`src/rtl/uart_packet_ctrl_if.sv`:
```
// Signal bundle between uart_packet_ctrl and its neighbours: the packet FIFOs, the UART byte engines and baudrategen.
// Byte handshake: a byte moves on a rising edge where byte_tx_valid & byte_tx_ready; valid never drops and data never changes until then.
interface uart_packet_ctrl_if #(
  parameter int usb_packet_width = 32,
  parameter int baud_sel_width   = 4
);
  logic [usb_packet_width-1:0] tx_data;
  logic                        tx_empty;
  logic                        tx_rden;
  logic                        tx_busy;
  logic [7:0]                  byte_tx_data;
  logic                        byte_tx_valid;
  logic                        byte_tx_ready;
  logic [7:0]                  byte_rx_data;
  logic                        byte_rx_valid;
  logic [usb_packet_width-1:0] rx_data;
  logic                        rx_full;
  logic                        rx_wren;
  logic                        rx_overrun;
  logic [baud_sel_width-1:0]   baud_sel;
  logic                        dbg_tx_state;
  logic [1:0]                  dbg_rx_cnt;

  modport master (
    input  tx_data, tx_empty, byte_tx_ready, byte_rx_data, byte_rx_valid, rx_full,
    output tx_rden, tx_busy, byte_tx_data, byte_tx_valid, rx_data, rx_wren, rx_overrun,
    output baud_sel, dbg_tx_state, dbg_rx_cnt
  );

  modport slave (
    output tx_data, tx_empty, byte_tx_ready, byte_rx_data, byte_rx_valid, rx_full,
    input  tx_rden, tx_busy, byte_tx_data, byte_tx_valid, rx_data, rx_wren, rx_overrun,
    input  baud_sel, dbg_tx_state, dbg_rx_cnt
  );
endinterface

```
`src/rtl/uart_packet_ctrl.sv`:
```
// Sequences USB packet FIFOs against the UART byte engines and owns the baud-select register.
// Optional config packets (bit 31 loads baud_sel) are built only when UART_PKT_CFG_EN is defined.
module uart_packet_ctrl #(
  parameter int usb_packet_width = 32,
  parameter int idle_timeout     = 1000,
  parameter int baud_sel_width   = 4,
  parameter int baud_sel_reset   = 0
) (
  input  logic               clk,
  input  logic               rst,
  uart_packet_ctrl_if.master io_bus
);
  localparam int TW = (idle_timeout > 2) ? $clog2(idle_timeout) : 1;
  localparam logic [TW-1:0] TMO = TW'(idle_timeout - 2);
  localparam logic [baud_sel_width-1:0] BAUD_RST = baud_sel_width'(baud_sel_reset);

  typedef enum logic {TX_IDLE = 1'b0, TX_SEND = 1'b1} tx_state_t;

  tx_state_t   r_tx_state;
  logic [23:0] r_tx_pkt;
  logic [1:0]  r_tx_cnt;
  logic [1:0]  r_tx_idx;
  logic [7:0]  r_byte_tx_data;
  logic        r_byte_tx_valid;

  logic        w_tx_pop;
  logic        w_tx_cfg;
  logic        w_tx_last;
  logic [1:0]  w_tx_idx_nxt;
  logic [7:0]  w_tx_next;
  logic        w_unused_tx;

  assign w_tx_pop     = (r_tx_state == TX_IDLE) & ~io_bus.tx_empty;
  assign w_tx_last    = (r_tx_idx == r_tx_cnt - 2'd1);
  assign w_tx_idx_nxt = r_tx_idx + 2'd1;
  assign w_unused_tx  = ^io_bus.tx_data;

`ifdef UART_PKT_CFG_EN
  assign w_tx_cfg = io_bus.tx_data[31];
`else
  assign w_tx_cfg = 1'b0;
`endif

  always_comb begin
    w_tx_next = r_tx_pkt[7:0];
    case (w_tx_idx_nxt)
      2'd1:    w_tx_next = r_tx_pkt[15:8];
      2'd2:    w_tx_next = r_tx_pkt[23:16];
      default: w_tx_next = r_tx_pkt[7:0];
    endcase
  end

  // Empty and config packets are consumed in TX_IDLE, so the next pop can follow immediately.
  always_ff @(posedge clk) begin
    if (rst) begin
      r_tx_state      <= TX_IDLE;
      r_tx_pkt        <= '0;
      r_tx_cnt        <= '0;
      r_tx_idx        <= '0;
      r_byte_tx_data  <= '0;
      r_byte_tx_valid <= 1'b0;
    end else begin
      case (r_tx_state)
        TX_IDLE: begin
          if (w_tx_pop && !w_tx_cfg && (io_bus.tx_data[25:24] != 2'd0)) begin
            r_tx_state      <= TX_SEND;
            r_tx_pkt        <= io_bus.tx_data[23:0];
            r_tx_cnt        <= io_bus.tx_data[25:24];
            r_tx_idx        <= 2'd0;
            r_byte_tx_data  <= io_bus.tx_data[7:0];
            r_byte_tx_valid <= 1'b1;
          end
        end
        TX_SEND: begin
          if (io_bus.byte_tx_ready) begin
            if (w_tx_last) begin
              r_tx_state      <= TX_IDLE;
              r_byte_tx_valid <= 1'b0;
            end else begin
              r_tx_idx       <= w_tx_idx_nxt;
              r_byte_tx_data <= w_tx_next;
            end
          end
        end
        default: r_tx_state <= TX_IDLE;
      endcase
    end
  end

`ifdef UART_PKT_CFG_EN
  logic [baud_sel_width-1:0] r_baud_sel;

  always_ff @(posedge clk) begin
    if (rst) begin
      r_baud_sel <= BAUD_RST;
    end else if (w_tx_pop && w_tx_cfg) begin
      r_baud_sel <= io_bus.tx_data[baud_sel_width-1:0];
    end
  end

  assign io_bus.baud_sel = r_baud_sel;
`else
  assign io_bus.baud_sel = BAUD_RST;
`endif

  logic [23:0]                 r_rx_acc;
  logic [1:0]                  r_rx_cnt;
  logic [TW-1:0]               r_rx_timer;
  logic                        r_pend;
  logic [usb_packet_width-1:0] r_pend_data;
  logic [usb_packet_width-1:0] r_rx_data;
  logic                        r_rx_wren;
  logic                        r_rx_overrun;

  logic [23:0]                 w_acc_upd;
  logic [1:0]                  w_cnt_upd;
  logic                        w_expire;
  logic                        w_flush;
  logic [usb_packet_width-1:0] w_pkt;

  always_comb begin
    w_acc_upd = r_rx_acc;
    w_cnt_upd = r_rx_cnt;
    if (io_bus.byte_rx_valid) begin
      case (r_rx_cnt)
        2'd0:    w_acc_upd[7:0]   = io_bus.byte_rx_data;
        2'd1:    w_acc_upd[15:8]  = io_bus.byte_rx_data;
        default: w_acc_upd[23:16] = io_bus.byte_rx_data;
      endcase
      w_cnt_upd = r_rx_cnt + 2'd1;
    end
  end

  // A byte landing on the expiry cycle is folded into the flushed packet.
  assign w_expire = (r_rx_cnt != 2'd0) && (r_rx_timer == TMO);
  assign w_flush  = (w_cnt_upd == 2'd3) || w_expire;

  always_comb begin
    w_pkt        = '0;
    w_pkt[23:0]  = w_acc_upd;
    w_pkt[25:24] = w_cnt_upd;
  end

  always_ff @(posedge clk) begin
    if (rst) begin
      r_rx_acc   <= '0;
      r_rx_cnt   <= '0;
      r_rx_timer <= '0;
    end else if (w_flush) begin
      r_rx_acc   <= '0;
      r_rx_cnt   <= '0;
      r_rx_timer <= '0;
    end else begin
      r_rx_acc <= w_acc_upd;
      r_rx_cnt <= w_cnt_upd;
      if (io_bus.byte_rx_valid || (r_rx_cnt == 2'd0)) r_rx_timer <= '0;
      else                                             r_rx_timer <= r_rx_timer + 1'b1;
    end
  end

  // The older pending packet always drains first; a fresh flush writes straight through when nothing waits.
  always_ff @(posedge clk) begin
    if (rst) begin
      r_pend       <= 1'b0;
      r_pend_data  <= '0;
      r_rx_data    <= '0;
      r_rx_wren    <= 1'b0;
      r_rx_overrun <= 1'b0;
    end else begin
      r_rx_wren    <= 1'b0;
      r_rx_overrun <= 1'b0;
      if (r_pend && !io_bus.rx_full) begin
        r_rx_wren <= 1'b1;
        r_rx_data <= r_pend_data;
        r_pend    <= w_flush;
        if (w_flush) r_pend_data <= w_pkt;
      end else if (r_pend) begin
        if (w_flush) r_rx_overrun <= 1'b1;
      end else if (w_flush) begin
        if (!io_bus.rx_full) begin
          r_rx_wren <= 1'b1;
          r_rx_data <= w_pkt;
        end else begin
          r_pend      <= 1'b1;
          r_pend_data <= w_pkt;
        end
      end
    end
  end

  assign io_bus.tx_rden       = w_tx_pop;
  assign io_bus.tx_busy       = (r_tx_state == TX_SEND);
  assign io_bus.byte_tx_data  = r_byte_tx_data;
  assign io_bus.byte_tx_valid = r_byte_tx_valid;
  assign io_bus.rx_data       = r_rx_data;
  assign io_bus.rx_wren       = r_rx_wren;
  assign io_bus.rx_overrun    = r_rx_overrun;
  assign io_bus.dbg_tx_state  = r_tx_state;
  assign io_bus.dbg_rx_cnt    = r_rx_cnt;
endmodule
```
`src/flat_wrapper.sv`:
```
// flat-port wrapper written by rule: the top's interface ports become plain ports
module uart_packet_ctrl_flat 
#(
  parameter int usb_packet_width = 32,
  parameter int idle_timeout     = 1000,
  parameter int baud_sel_width   = 4,
  parameter int baud_sel_reset   = 0
)
  (clk, rst, io_bus_tx_data, io_bus_tx_empty, io_bus_byte_tx_ready, io_bus_byte_rx_data, io_bus_byte_rx_valid, io_bus_rx_full, io_bus_tx_rden, io_bus_tx_busy, io_bus_byte_tx_data, io_bus_byte_tx_valid, io_bus_rx_data, io_bus_rx_wren, io_bus_rx_overrun, io_bus_baud_sel, io_bus_dbg_tx_state, io_bus_dbg_rx_cnt);
  uart_packet_ctrl_if #(.usb_packet_width(usb_packet_width), .baud_sel_width(baud_sel_width)) io_bus_i ();
  input  logic clk;
  input  logic rst;
  input wire logic [$bits(io_bus_i.tx_data)-1:0] io_bus_tx_data;
  input wire logic [$bits(io_bus_i.tx_empty)-1:0] io_bus_tx_empty;
  input wire logic [$bits(io_bus_i.byte_tx_ready)-1:0] io_bus_byte_tx_ready;
  input wire logic [$bits(io_bus_i.byte_rx_data)-1:0] io_bus_byte_rx_data;
  input wire logic [$bits(io_bus_i.byte_rx_valid)-1:0] io_bus_byte_rx_valid;
  input wire logic [$bits(io_bus_i.rx_full)-1:0] io_bus_rx_full;
  output wire logic [$bits(io_bus_i.tx_rden)-1:0] io_bus_tx_rden;
  output wire logic [$bits(io_bus_i.tx_busy)-1:0] io_bus_tx_busy;
  output wire logic [$bits(io_bus_i.byte_tx_data)-1:0] io_bus_byte_tx_data;
  output wire logic [$bits(io_bus_i.byte_tx_valid)-1:0] io_bus_byte_tx_valid;
  output wire logic [$bits(io_bus_i.rx_data)-1:0] io_bus_rx_data;
  output wire logic [$bits(io_bus_i.rx_wren)-1:0] io_bus_rx_wren;
  output wire logic [$bits(io_bus_i.rx_overrun)-1:0] io_bus_rx_overrun;
  output wire logic [$bits(io_bus_i.baud_sel)-1:0] io_bus_baud_sel;
  output wire logic [$bits(io_bus_i.dbg_tx_state)-1:0] io_bus_dbg_tx_state;
  output wire logic [$bits(io_bus_i.dbg_rx_cnt)-1:0] io_bus_dbg_rx_cnt;
  assign io_bus_i.tx_data = io_bus_tx_data;
  assign io_bus_i.tx_empty = io_bus_tx_empty;
  assign io_bus_i.byte_tx_ready = io_bus_byte_tx_ready;
  assign io_bus_i.byte_rx_data = io_bus_byte_rx_data;
  assign io_bus_i.byte_rx_valid = io_bus_byte_rx_valid;
  assign io_bus_i.rx_full = io_bus_rx_full;
  assign io_bus_tx_rden = io_bus_i.tx_rden;
  assign io_bus_tx_busy = io_bus_i.tx_busy;
  assign io_bus_byte_tx_data = io_bus_i.byte_tx_data;
  assign io_bus_byte_tx_valid = io_bus_i.byte_tx_valid;
  assign io_bus_rx_data = io_bus_i.rx_data;
  assign io_bus_rx_wren = io_bus_i.rx_wren;
  assign io_bus_rx_overrun = io_bus_i.rx_overrun;
  assign io_bus_baud_sel = io_bus_i.baud_sel;
  assign io_bus_dbg_tx_state = io_bus_i.dbg_tx_state;
  assign io_bus_dbg_rx_cnt = io_bus_i.dbg_rx_cnt;
  uart_packet_ctrl #(.usb_packet_width(usb_packet_width), .idle_timeout(idle_timeout), .baud_sel_width(baud_sel_width), .baud_sel_reset(baud_sel_reset)) u_core (.clk(clk), .rst(rst), .io_bus(io_bus_i));
endmodule
```
`config.mk`:
```
export PLATFORM = sky130hd
export DESIGN_NAME = uart_packet_ctrl_flat
export DESIGN_NICKNAME = d
export VERILOG_FILES = /design/src/rtl/uart_packet_ctrl_if.sv /design/src/rtl/uart_packet_ctrl.sv /design/src/flat_wrapper.sv
export SDC_FILE = /design/constraint.sdc
export NUM_CORES = 1
export LEC_CHECK = 0
export CORE_MARGIN = 2
export CORE_UTILIZATION = 35
export CTS_CLUSTER_DIAMETER = 40
export DETAILED_ROUTE_END_ITERATION = 10
export GPL_ROUTABILITY_DRIVEN = 0
export SLEW_MARGIN = 20
export SYNTH_ARGS = -nofsm -noshare
export SYNTH_HDL_FRONTEND = slang
export SYNTH_SLANG_ARGS = --single-unit
```
`constraint.sdc`:
```
create_clock -name clk -period 2.2 [get_ports clk]
set_input_delay 0.33 -clock clk [delete_from_list [all_inputs] [get_ports clk]]
set_output_delay 0.33 -clock clk [all_outputs]
set_load 0.05 [all_outputs]
```
# After elaboration in Yosys (flattened, before gate mapping)
# Index checks and enable logic that the tools add are counted.
# word_totals
mem_count	0
ram_bits	0
inputBits	46
out_inout_bits	52
reg_bits	141
rom_bits	0
latchBits	0
elab_cells	94
# classes
order_cmp	0
eq_ne	12
mul	0
bitwise	4
n_mux	40
n_addsub	4
n_div	0
reduce_logical	20
shifts	0
# ops
operator	count
$mux W32	9
$mux W8	6
$pmux W8 S2	2
$mux W24	1
$mux W1	15
$reduce_and A3 Y1	4
$add A10 B1 Y10 const B	1
$eq A10 B10 Y1 const B	1
$ne A2 B2 Y1 const B	5
$mux W2	4
$reduce_bool A2 Y1	4
$reduce_or A3 Y1	2
$add A2 B1 Y2 const B	2
$eq A2 B1 Y1 const B	2
$eq A2 B2 Y1 const B	2
$pmux W1 S2	2
$pmux W2 S2	1
$reduce_or A2 Y1	2
$logic_and A1 B1 Y1	3
$not A1 Y1	3
$eq A2 B2 Y1	1
$logic_not A2 Y1	1
$logic_or A1 B1 Y1	2
$ne A2 B1 Y1 const B	1
4 further kinds	4

# Longest topological paths before layout
# Gate-level depths: netlist of run 1.
# depth
ltp_word	8
ltp_mapped	8

# Worst setup path after synthesis of run 1
# Ideal clock, no wire load.
# synth_path
path_type	reg-to-reg
startpoint	register u_core.r_tx_state, in the netlist u_core.io_bus.dbg_tx_state
endpoint	register u_core.r_byte_tx_data[6], in the netlist u_core.io_bus.byte_tx_data[6]
path_stages_with_launch	5
t_arrival_ns	2.379
required_ns	2.128
setup_ns	0.072
path_slack_ns	-0.251
path_cell_list	dfxtp_1 nor2_1 o21ai_1 a22oi_1 mux2i_1
# synth_via
elab_chain_len	5
word_cells_on_any_way	8
classes_between	eq/ne: 3; mux: 1; bitwise: 2; reduce/logical: 2
# synth_lines
item	line_no	source
from (decl)	uart_packet_ctrl.sv:19	tx_state_t r_tx_state;
from (signal assigned)	uart_packet_ctrl.sv:56	r_tx_state <= TX_IDLE;
from (signal assigned)	uart_packet_ctrl.sv:66	r_tx_state <= TX_SEND;
from (signal assigned)	uart_packet_ctrl.sv:77	r_tx_state <= TX_IDLE;
$not A1 Y1 (no source line)	--	
$and A1 B1 Y1	uart_packet_ctrl.sv:33	assign w_tx_pop = (r_tx_state == TX_IDLE) & ~io_bus.tx_empty;
net io_bus_tx_rden	flat_wrapper.sv:19	output wire logic [$bits(io_bus_i.tx_rden)-1:0] io_bus_tx_rden;
$logic_and A1 B1 Y1	uart_packet_ctrl.sv:65	if (w_tx_pop && !w_tx_cfg && (io_bus.tx_data[25:24] != 2'd0)) begin
$ne A2 B2 Y1 (no source line)	--	
$reduce_and A3 Y1 (no source line)	--	
to (signal assigned)	uart_packet_ctrl.sv:70	r_byte_tx_data <= io_bus.tx_data[7:0];
to (signal assigned)	uart_packet_ctrl.sv:81	r_byte_tx_data <= w_tx_next;
to (decl)	uart_packet_ctrl.sv:23	logic [7:0] r_byte_tx_data;
# The timed path passes the listed nets, and every way through them passes these cells.
# A chain may end at the register's enable or synchronous reset.

# Worst setup path after layout of run 1
# layout_path
startpoint	register u_core.r_rx_cnt[1], in the netlist u_core.io_bus.dbg_rx_cnt[1]
endpoint	register u_core.r_pend_data[7]
# layout_via
elab_chain_len	7
word_cells_on_any_way	15
classes_between	add/sub: 1; eq/ne: 1; mux: 8; reduce/logical: 5
# layout_lines
item	line_no	source
from (decl)	uart_packet_ctrl.sv:107	logic [1:0] r_rx_cnt;
from (signal assigned)	uart_packet_ctrl.sv:155	r_rx_cnt <= w_cnt_upd;
$logic_not A2 Y1	uart_packet_ctrl.sv:125	case (r_rx_cnt)
$mux W8	uart_packet_ctrl.sv:125	
$mux W24	uart_packet_ctrl.sv:124	if (io_bus.byte_rx_valid) begin
$mux W32	uart_packet_ctrl.sv:180	if (!io_bus.rx_full) begin
$mux W32	uart_packet_ctrl.sv:179	end else if (w_flush) begin
$mux W32	uart_packet_ctrl.sv:177	end else if (r_pend) begin
$mux W32	uart_packet_ctrl.sv:172	if (r_pend && !io_bus.rx_full) begin
to (signal assigned)	uart_packet_ctrl.sv:176	if (w_flush) r_pend_data <= w_pkt;
to (signal assigned)	uart_packet_ctrl.sv:185	r_pend_data <= w_pkt;
to (decl)	uart_packet_ctrl.sv:110	logic [usb_packet_width-1:0] r_pend_data;
# Parallel ways exist; a longest one is shown, timed or not. The select of a mux whose other input is x is not followed.

==> run_results.csv, run 1 <==
group,metric,value,unit
routing,drc,0,
layout,diodes,0,
critical_path,cp-start-kind,"flip-flop",
sta,setup_slack,0.0178,ns
critical_path,arrival,2.55,ns
logic_synthesis,syn_avg_cell_area,9.28,um^2
clock_tree,root_buffer,"clkbuf_16",
logic_synthesis,synth_top_area_share,0.452,
logic_synthesis,synth_warnings,0,
power,pwr-share-clk,0.462,
critical_path,cp.required,2.56,ns
logic_synthesis,yosys_register_bits,129,
floorplan,die_y,132,um
clock_tree,hold_buffers,0,
sta,fmax,458,MHz
sta,max_slew_margin,0.632,
power,swShare,0.266,
sta,min_period,2.18,ns
run_status,outcome,"completed",
logic_synthesis,synthFlopType,"dfxtp_1",
floorplan,io_pins,98,
logic_synthesis,synthCells,615,
logic_synthesis,synth_top_area_cell,"dfxtp_1",
layout,synthToLayoutAreaGrowth,30.8,%
power,p_seq_frac,0.374,
logic_synthesis,synthTopCellsByArea,"dfxtp_1 45%, mux2i_1 11%, nand2_1 6.6%, nor2_1 4.8%, a211o_1 3.7%",
placement,dp_hpwl,9.06,mm
sta,slew_viol_final,0,
layout,drive_gt1_frac,0.115,
logic_synthesis,synth_enable_flop_cells,0,
global_routing,antenna_found_initial,0,
critical_path,critical_path_class,"flip-flop to flip-flop",
global_routing,grt_pass1_vias,4558,
placement,portBuffers,81,
logic_synthesis,async_reset_ff_frac,0,
sta,finalCritPeriodShare,0.992,
clock_tree,cts_sinks,129,
sta,finClkSkew,0.00980,ns
sta,setup_violations,0,
power,p_int,0.00494,W
floorplan,dieWidth,132,um
global_routing,grt.total_usage,0.162,
sta,rsz0062_at_grt,"yes",
floorplan,start_util,0.358,
clock_tree,worstSkewPairLatency,0.42,ns
sta,worstMarginPinSlew,0.550,ns
sta,final_hold_viol_count,0,
layout,fillers,1526,
power,power.switching,0.00179,W
floorplan,core-area,15900,um^2
power,ir_drop,610,uV
routing,firstDrtPassIters,4,
critical_path,cp_max_fo,11,
floorplan,dieArea,17400,um^2
critical_path,crit_path_end_kind,"flip-flop",
clock_tree,htreeDepth,4,
global_routing,grt_overflow,0,
routing,post_drt_via_cell_ratio,5.06,
job,max_cap_viol_count,0,
power,p_leak,3.03,nW
global_routing,grt_max_degree,92,
routing,routedWlPerCell,14.8,um
routing,drtIter0Drc,303,
clock_tree,cts_tree,"yes",
routing,finalWirelength,13.6,mm
layout,seqCellArea,2580,um^2
placement,dp_worst_setup_slack,-0.0390,ns
clock_tree,clkTransAtPathRegs,0.06,ns
routing,num_vias,4661,
power,combPwrFrac,0.164,
layout,finalNetCount,746,
routing,antenna_left,0,
floorplan,rows,46,
clock_tree,cts_max_path_buffers,2,
sta,holdWs,0.453,ns
logic_synthesis,synthTopCellsByCount,"129 x dfxtp_1, 101 x nand2_1, 73 x nor2_1",
clock_tree,cts_buffers,17,
logic_synthesis,synthDistinctLibCells,45,
critical_path,reg2reg_slack,0.02,ns
power,powerDensity,901,nW/um^2
global_routing,grt_pass1_wl,22.7,mm
worst_hold_path,hp-class,"primary input to flip-flop",
layout,multiInputGateArea,2790,um^2
logic_synthesis,ys_seq_area_frac,0.452,
logic_synthesis,netlist_area,5710,um^2
logic_synthesis,yosysMostFrequentCell,"dfxtp_1",
-- kinds of logic after synthesis --
kind of cell | share of synthesized area
and+or+nand+nor | 0.146
AOI/OAI and AO/OA | 0.186
DFF | 0.452
buffers and inverters | 0.0703
muxes | 0.114
xor gates and xnor gates | 0.0153
adders and majority gates | 0.0153
other | 0.000657
-- worst paths after layout --
path                                             startpoint                  endpoint  cells after the start
worst max-delay path            u_core.io_bus.dbg_rx_cnt[1]     u_core.r_pend_data[7]                      7
worst max register to register  u_core.io_bus.dbg_rx_cnt[1]     u_core.r_pend_data[7]                      7
worst min register to register     u_core.io_bus.rx_data[4]  u_core.io_bus.rx_data[4]                      2
worst min-delay path                     io_bus_tx_data[11]       u_core.r_tx_pkt[11]                      3
-- layout by cell type (no fill, tap or decap), types with 2 or more instances in the layout --
cell,count
a2111oi_0,15
a2111oi_1,8
a2111oi_2,2
a211o_1,24
a211oi_1,4
a21o_1,2
a21oi_1,29
a22o_1,2
a22oi_1,9
a311o_1,8
a31o_1,23
a31o_2,2
and3_1,3
and4_1,2
buf_12,9
buf_4,23
bufinv_16,5
clkbuf_1,2
clkbuf_16,17
clkdlybuf4s50_1,77
clkinv_4,4
conb_1,10
dfxtp_1,127
dfxtp_2,2
ha_1,7
inv_1,10
inv_2,2
mux2_2,2
mux2i_1,63
nand2_1,101
nand2b_1,2
nand3_1,6
nor2_1,72
o21a_1,2
o21ai_0,2
xnor2_1,6
xor2_1,4
-- layout make-up --
cell class,count,area share
multi-input combinational,423,0.373
sequential,129,0.346
timing repair buffer,110,0.151
clock buffer,20,0.0598
tap,216,0.0362
clock inverter,12,0.0276
inverter,12,0.00603
-- sequential cells by signal, indices dropped and copies added (netlist names) --
| name | count |
|---|---|
| u_core.r_rx_acc | 24 |
| u_core.io_bus.dbg_rx_cnt | 2 |
| u_core.io_bus.rx_data | 26 |
| u_core.io_bus.byte_tx_valid | 1 |
| u_core.r_pend_data | 26 |
| u_core.io_bus.rx_overrun | 1 |
| u_core.io_bus.byte_tx_data | 8 |
| u_core.r_tx_idx | 2 |
| u_core.io_bus.dbg_tx_state | 1 |
| u_core.io_bus.rx_wren | 1 |
| u_core.r_rx_timer | 10 |
| u_core.r_tx_cnt | 2 |
| u_core.r_tx_pkt | 24 |
| u_core.r_pend | 1 |
-- layer usage --
metal | share of wire | vias to the layer above | track usage
li1 | - | 2312 | -
met1 | 0.44 | 2223 | 0.197
met2 | 0.49 | 107 | 0.272
met3 | 0.053 | 19 | 0.0478
met4 | 0.015 | 0 | 0.0562
met5 | 0 | - | 0
-- worst max-delay path, stage by stage, from the launching register on --
cell,delay (ns)
dfxtp_2,0.32
inv_1,0.05
ha_1,0.26
nor4b_4,0.35
nand4_4,0.23
buf_4,0.26
a2111oi_0,0.50
a31o_1,0.15
-- power by group through the flow --
stage | Sequential, W | Combinational [W] | Clock (W)
floorplan | 0.00271 | 0.000601 | 0
detailed placement | 0.00256 | 0.00110 | 0
global placement | 0.00256 | 0.00108 | 0
global route | 0.00253 | 0.00119 | 0.00326
CTS | 0.00251 | 0.00111 | 0.00315
finish | 0.00251 | 0.00111 | 0.00310
-- through the flow --
stage / TNS, ns / utilization / total power [W] / area [um^2] / cells
after CTS: 0 / 0.466 / 0.00677 / 7430 / 919
final: 0 / 0.468 / 0.00672 / 7470 / 922
after global routing: -0.122 / 0.468 / 0.00698 / 7470 / 922
after detailed placement: -0.0543 / 0.425 / 0.00366 / 6770 / 887
after global placement: 0 / 0.425 / 0.00364 / 6770 / 887
after floorplan: 0 / - / 0.00331 / 5750 / 624
-- what timing repair did --
item / 4_1_cts / 5_1_grt
gates resized for setup: 4 / 4
pin swaps: 0 / 1
setup buffers: 0 / 3
setup endpoints to repair: 4 / 19
No activity file was read; power rests on OpenSTA's default activity.
==> inputs of run 2 (changes only) <==
ABC_AREA = 1   (was not set)
==> run_results.csv, run 2 <==
group,metric,value,unit
clock_tree,cts_max_path_buffers,2,
global_routing,grt_max_degree,51,
logic_synthesis,synth-compound-area-share,0.133,
routing,finalWirelength,13.0,mm
logic_synthesis,synth_mux_area_frac,0.0296,
power,ir_drop,641,uV
logic_synthesis,synth_top_area_share,0.449,
logic_synthesis,yosysMostFrequentCell,"nor2_1",
routing,post_drt_via_cell_ratio,4.41,
clock_tree,cts_sinks,129,
worst_hold_path,hold_path.startpoint,"u_core.r_tx_pkt[21]",
clock_tree,worstSkewPairLatency,0.42,ns
placement,portBuffers,81,
layout,mostFrequentLayoutCell,"nor2_1",
sta,rsz0062_at_grt,"no",
clock_tree,cts_tree,"yes",
clock_tree,htreeDepth,4,
logic_synthesis,synthSimpleGateAreaFrac,0.233,
routing,antenna_left,0,
placement,dp_hpwl,9.15,mm
logic_synthesis,async_reset_ff_frac,0,
critical_path,endpoint,"io_bus_dbg_rx_cnt[0]",
sta,max_slew_margin,0.626,
clock_tree,hold_buffers,0,
job,max_cap_viol_count,0,
routing,firstDrtPassIters,4,
critical_path,cp.required,1.87,ns
logic_synthesis,synth_xor_area_frac,0.0196,
critical_path,reg2reg_slack,0.43,ns
critical_path,critical_path_class,"flip-flop to output pin",
logic_synthesis,synthFlopType,"dfxtp_1",
sta,min_period,2.02,ns
logic_synthesis,synth_top_family_by_area,"simple AND/OR/NAND/NOR gates",
critical_path,cp_max_fo,4,
logic_synthesis,synthAdderAreaFrac,0.0152,
routing,drtIter0Drc,325,
sta,slew_viol_final,0,
layout,synthToLayoutAreaGrowth,28.4,%
clock_tree,postCtsSetupBuffers,0,
worst_hold_path,hp-class,"flip-flop to flip-flop",
sta,finClkSkew,0.00904,ns
logic_synthesis,ys_seq_area_frac,0.449,
floorplan,start_util,0.361,
clock_tree,cts_resized,0,
floorplan,core-area,15900,um^2
logic_synthesis,synthDistinctLibCells,30,
global_routing,grt_pass1_vias,4563,
sta,finalCritPeriodShare,0.919,
routing,num_vias,4884,
clock_tree,root_buffer,"clkbuf_16",
clock_tree,clkTransAtPathRegs,0.05,ns
routing,routedWlPerCell,11.8,um
layout,drive_gt1_frac,0.0842,
power,p_leak,3.01,nW
sta,fmax,495,MHz
critical_path,crit_start,"u_core.io_bus.dbg_rx_cnt[0]",
sta,final_hold_viol_count,0,
placement,dp.cells,1076,
floorplan,die_y,132,um
logic_synthesis,synth_top_area_cell,"dfxtp_1",
layout,finalNetCount,932,
logic_synthesis,syn_avg_cell_area,7.23,um^2
logic_synthesis,synthTopCellsByCount,"145 x nor2_1, 141 x nand2_1, 129 x dfxtp_1",
layout,diodes,0,
critical_path,reg2reg_depth,13,
logic_synthesis,yosys_register_bits,129,
power,powerDensity,919,nW/um^2
critical_path,arrival,1.69,ns
run_status,outcome,"completed",
floorplan,rows,46,
logic_synthesis,synth_warnings,0,
critical_path,crit_path_end_kind,"output pin",
routing,drc,0,
critical_path,cp-start-kind,"flip-flop",
logic_synthesis,synthTopCellsByArea,"dfxtp_1 45%, nor2_1 9.5%, nand2_1 9.2%, inv_1 5.8%, o21ai_0 5.7%",
critical_path,reg2reg_to,"u_core.r_pend_data[16]",
floorplan,dieArea,17500,um^2
sta,setup_violations,0,
logic_synthesis,synth_enable_flop_cells,0,
critical_path,reg2reg_from,"u_core.io_bus.dbg_rx_cnt[1]",
logic_synthesis,synthCells,795,
layout,final_cell_count_no_fill,1107,
global_routing,grt_overflow,0,
sta,setup_tns,0,ns
logic_synthesis,netlist_area,5750,um^2
global_routing,grt.total_usage,0.157,
layout,final_cell_mix,"144 x nor2_1, 141 x nand2_1, 129 x dfxtp_1, 89 x inv_1, 80 x clkdlybuf4s50_1",
floorplan,dieWidth,132,um
global_routing,antenna_found_initial,0,
global_routing,grt_pass1_wl,22.1,mm
floorplan,io_pins,98,
sta,worstMarginPinSlew,0.559,ns
clock_tree,cts_buffers,17,
run 2: changes by cell type after synthesis, sizes merged, moves of 9 or more:
| cell | change |
|---|---|
| o21ai | +88 |
| inv | +81 |
| nor2 | +73 |
| nand2 | +47 |
| mux2i | -46 |
| a21oi | +30 |
| nand3 | +28 |
| a2111oi | -25 |
| a31o | -25 |
| a211o | -24 |
| clkbuf | -12 |
| a22oi | -9 |
run 2: metal layers:
layer  up-vias  routed length, um  global-route usage
met4         0                126              0.0543
met3         6                452              0.0427
met1      2160               6450               0.205
met5         -                  0                   0
met2        75               6020               0.249
li1       2643                  -                   -
run 2: worst min-delay path by stage:
stage,endpoint,cells past startpoint
2_1_floorplan,u_core.io_bus.byte_tx_valid,1
3_3_place_gp,u_core.r_tx_pkt[5],2
3_5_place_dp,u_core.r_tx_pkt[21],2
4_1_cts,u_core.r_tx_pkt[21],2
5_1_grt,u_core.r_tx_pkt[21],2
6_report,u_core.r_tx_pkt[21],2
run 2: cell families after synthesis:
family | after synthesis
muxes | 17
buffers and inverters | 146
AOI/OAI and AO/OA | 150
adders and majority gates | 7
and+or+nand+nor | 333
other | 1
xor gates and xnor gates | 12
DFF | 129
run 2: final cells by class:
cell class	count	area (um^2)
Sequential cell	129	2580
Timing Repair Buffer	109	1090
Fill cell	1643	8560
Inverter	93	349
Clock buffer	25	485
Tap cell	216	270
Multi-Input combinational cell	529	2520
Clock inverter	6	80.1
run 2: critical path: stages (launching register included):
cell and delay [ns]:
dfxtp_1 0.32, buf_4 0.14, clkdlybuf4s50_1 0.81
run 2: where the power goes:
group	switching [W]	internal [W]
Clock	0.000973	0.00174
Sequential	0.0000898	0.00253
Combinational	0.000920	0.000526
run 2: through the flow:
step	hold slack (ns)	instance area [um^2]	power [W]	setup WS [ns]	util
finish	0.443	7380	0.00679	0.178	0.463
global route	0.457	7380	0.00713	0.123	0.463
CTS	0.444	7380	0.00686	0.149	0.463
detailed placement	0.437	6820	0.00413	0.0940	0.427
global placement	0.433	6820	0.00412	0.0956	0.427
floorplan	0.399	5780	0.00369	0.174	-
==> inputs of run 3 (changes only) <==
CORE_UTILIZATION = 53   (was 35)
PLACE_DENSITY = 0.8   (was not set)
SKIP_CTS_REPAIR_TIMING = 1   (was not set)
==> run_results.csv, run 3 (synthesis results as in run 2) <==
group,metric,value,unit
run_status,outcome,"completed",
placement,portBuffers,81,
power,powerDensity,945,nW/um^2
layout,synthToLayoutAreaGrowth,26.7,%
critical_path,cp.required,1.87,ns
sta,min_period,2.12,ns
layout,multiInputGateArea,2520,um^2
clock_tree,clkTransAtPathRegs,0.06,ns
sta,slew_viol_final,0,
floorplan,io_pins,98,
routing,routedWlPerCell,12.5,um
power,power.switching,0.00210,W
global_routing,grt_overflow,0,
routing,num_vias,5075,
placement,dp_hpwl,8.38,mm
sta,final_hold_viol_count,0,
worst_hold_path,hp-class,"primary input to flip-flop",
routing,drtIter0Drc,334,
global_routing,grt_pass1_vias,4585,
critical_path,reg2reg_slack,0.34,ns
floorplan,start_util,0.537,
power,p_seq_frac,0.382,
clock_tree,root_buffer,"clkbuf_8",
sta,setup_tns,0,ns
power,ir_drop,432,uV
global_routing,grt.total_usage,0.231,
sta,setup_violations,0,
critical_path,critical_path_class,"flip-flop to output pin",
layout,mostFrequentLayoutCell,"nor2_1",
layout,drive_gt1_frac,0.0867,
power,pwr-share-clk,0.408,
job,max_cap_viol_count,0,
clock_tree,cts_buffers,17,
floorplan,dieArea,11700,um^2
routing,finalWirelength,12.9,mm
layout,seqCellArea,2580,um^2
sta,holdWs,0.432,ns
sta,worstMarginPinSlew,0.560,ns
clock_tree,cts_tree,"yes",
routing,post_drt_via_cell_ratio,4.94,
clock_tree,htreeDepth,4,
critical_path,cp-start-kind,"flip-flop",
routing,antenna_left,0,
clock_tree,cts_max_path_buffers,2,
layout,diodes,0,
power,p_leak,3.00,nW
sta,max_slew_margin,0.625,
power,p_int,0.00478,W
critical_path,arrival,1.79,ns
clock_tree,worstSkewPairLatency,0.53,ns
global_routing,grt_pass1_wl,21.4,mm
floorplan,dieWidth,108,um
floorplan,rows,38,
sta,fmax,471,MHz
routing,drc,0,
global_routing,grt_max_degree,51,
clock_tree,cts_sinks,129,
floorplan,die_y,108,um
layout,fillers,887,
sta,setup_slack,0.0788,ns
sta,finalCritPeriodShare,0.964,
placement,dp_worst_setup_slack,0.0850,ns
power,combPwrFrac,0.210,
global_routing,antenna_found_initial,0,
power,swShare,0.305,
power,p_total,0.00688,W
sta,finClkSkew,0.00772,ns
sta,rsz0062_at_grt,"no",
critical_path,cp_max_fo,4,
layout,final_cell_mix,"144 x nor2_1, 141 x nand2_1, 129 x dfxtp_1, 89 x inv_1, 80 x clkdlybuf4s50_1",
floorplan,core-area,10700,um^2
layout,finalNetCount,929,
critical_path,crit_path_end_kind,"output pin",
routing,firstDrtPassIters,5,
-- run 3: changes by cell type in the layout (fill, tap and decap cells not counted), sizes merged --
cell	delta
clkinvlp	+1
buf	-3
clkinv	+3
inv	+3
clkbuf	-8
bufinv	+1
-- run 3: cell type report --
type                    instances  share of cell area
repair buffers                106               0.145
inverters                      93              0.0479
well taps                     140              0.0241
flip-flops and latches        129               0.355
clock buffers                  17              0.0569
multi-input cells             529               0.346
clock inverters                14              0.0249
-- run 3: power by group through the flow --
stage                     combinational, W  sequential (W)  clock (W)
after floorplan                   0.000774         0.00292          0
final                              0.00145         0.00263    0.00281
after global routing               0.00160         0.00265    0.00296
after detailed placement           0.00143         0.00268          0
after global placement             0.00141         0.00267          0
after CTS                          0.00145         0.00263    0.00283
-- run 3: path summary, 6_finish.rpt --
kind,startpoint,endpoint,cells after the start
max reg2reg,u_core.io_bus.dbg_rx_cnt[1],u_core.r_pend_data[8],12
min,io_bus_tx_data[12],u_core.r_tx_pkt[12],3
max,u_core.io_bus.dbg_rx_cnt[0],io_bus_dbg_rx_cnt[0],2
min reg2reg,u_core.r_tx_pkt[0],u_core.r_tx_pkt[0],2
-- run 3: worst max-delay path, stage by stage, from the launching register on --
cell and delay, ns:
dfxtp_1 0.32, buf_4 0.15, clkdlybuf4s50_1 0.80
-- run 3: stage by stage --
stage | instances | instance area, um^2 | util
3_3_place_gp | 997 | 6690 | 0.625
5_1_grt | 1028 | 7280 | 0.681
2_1_floorplan | 804 | 5780 | -
6_report | 1028 | 7280 | 0.681
3_5_place_dp | 997 | 6690 | 0.625
4_1_cts | 1028 | 7280 | 0.681
-- run 3: layer usage --
layer,global-route usage,wire [um],up-vias,share of wire
met5,0,0,-,0
met2,0.366,5860,129,0.46
li1,-,-,2645,-
met4,0.0833,242,0,0.019
met3,0.0506,600,19,0.047
met1,0.312,6140,2282,0.48
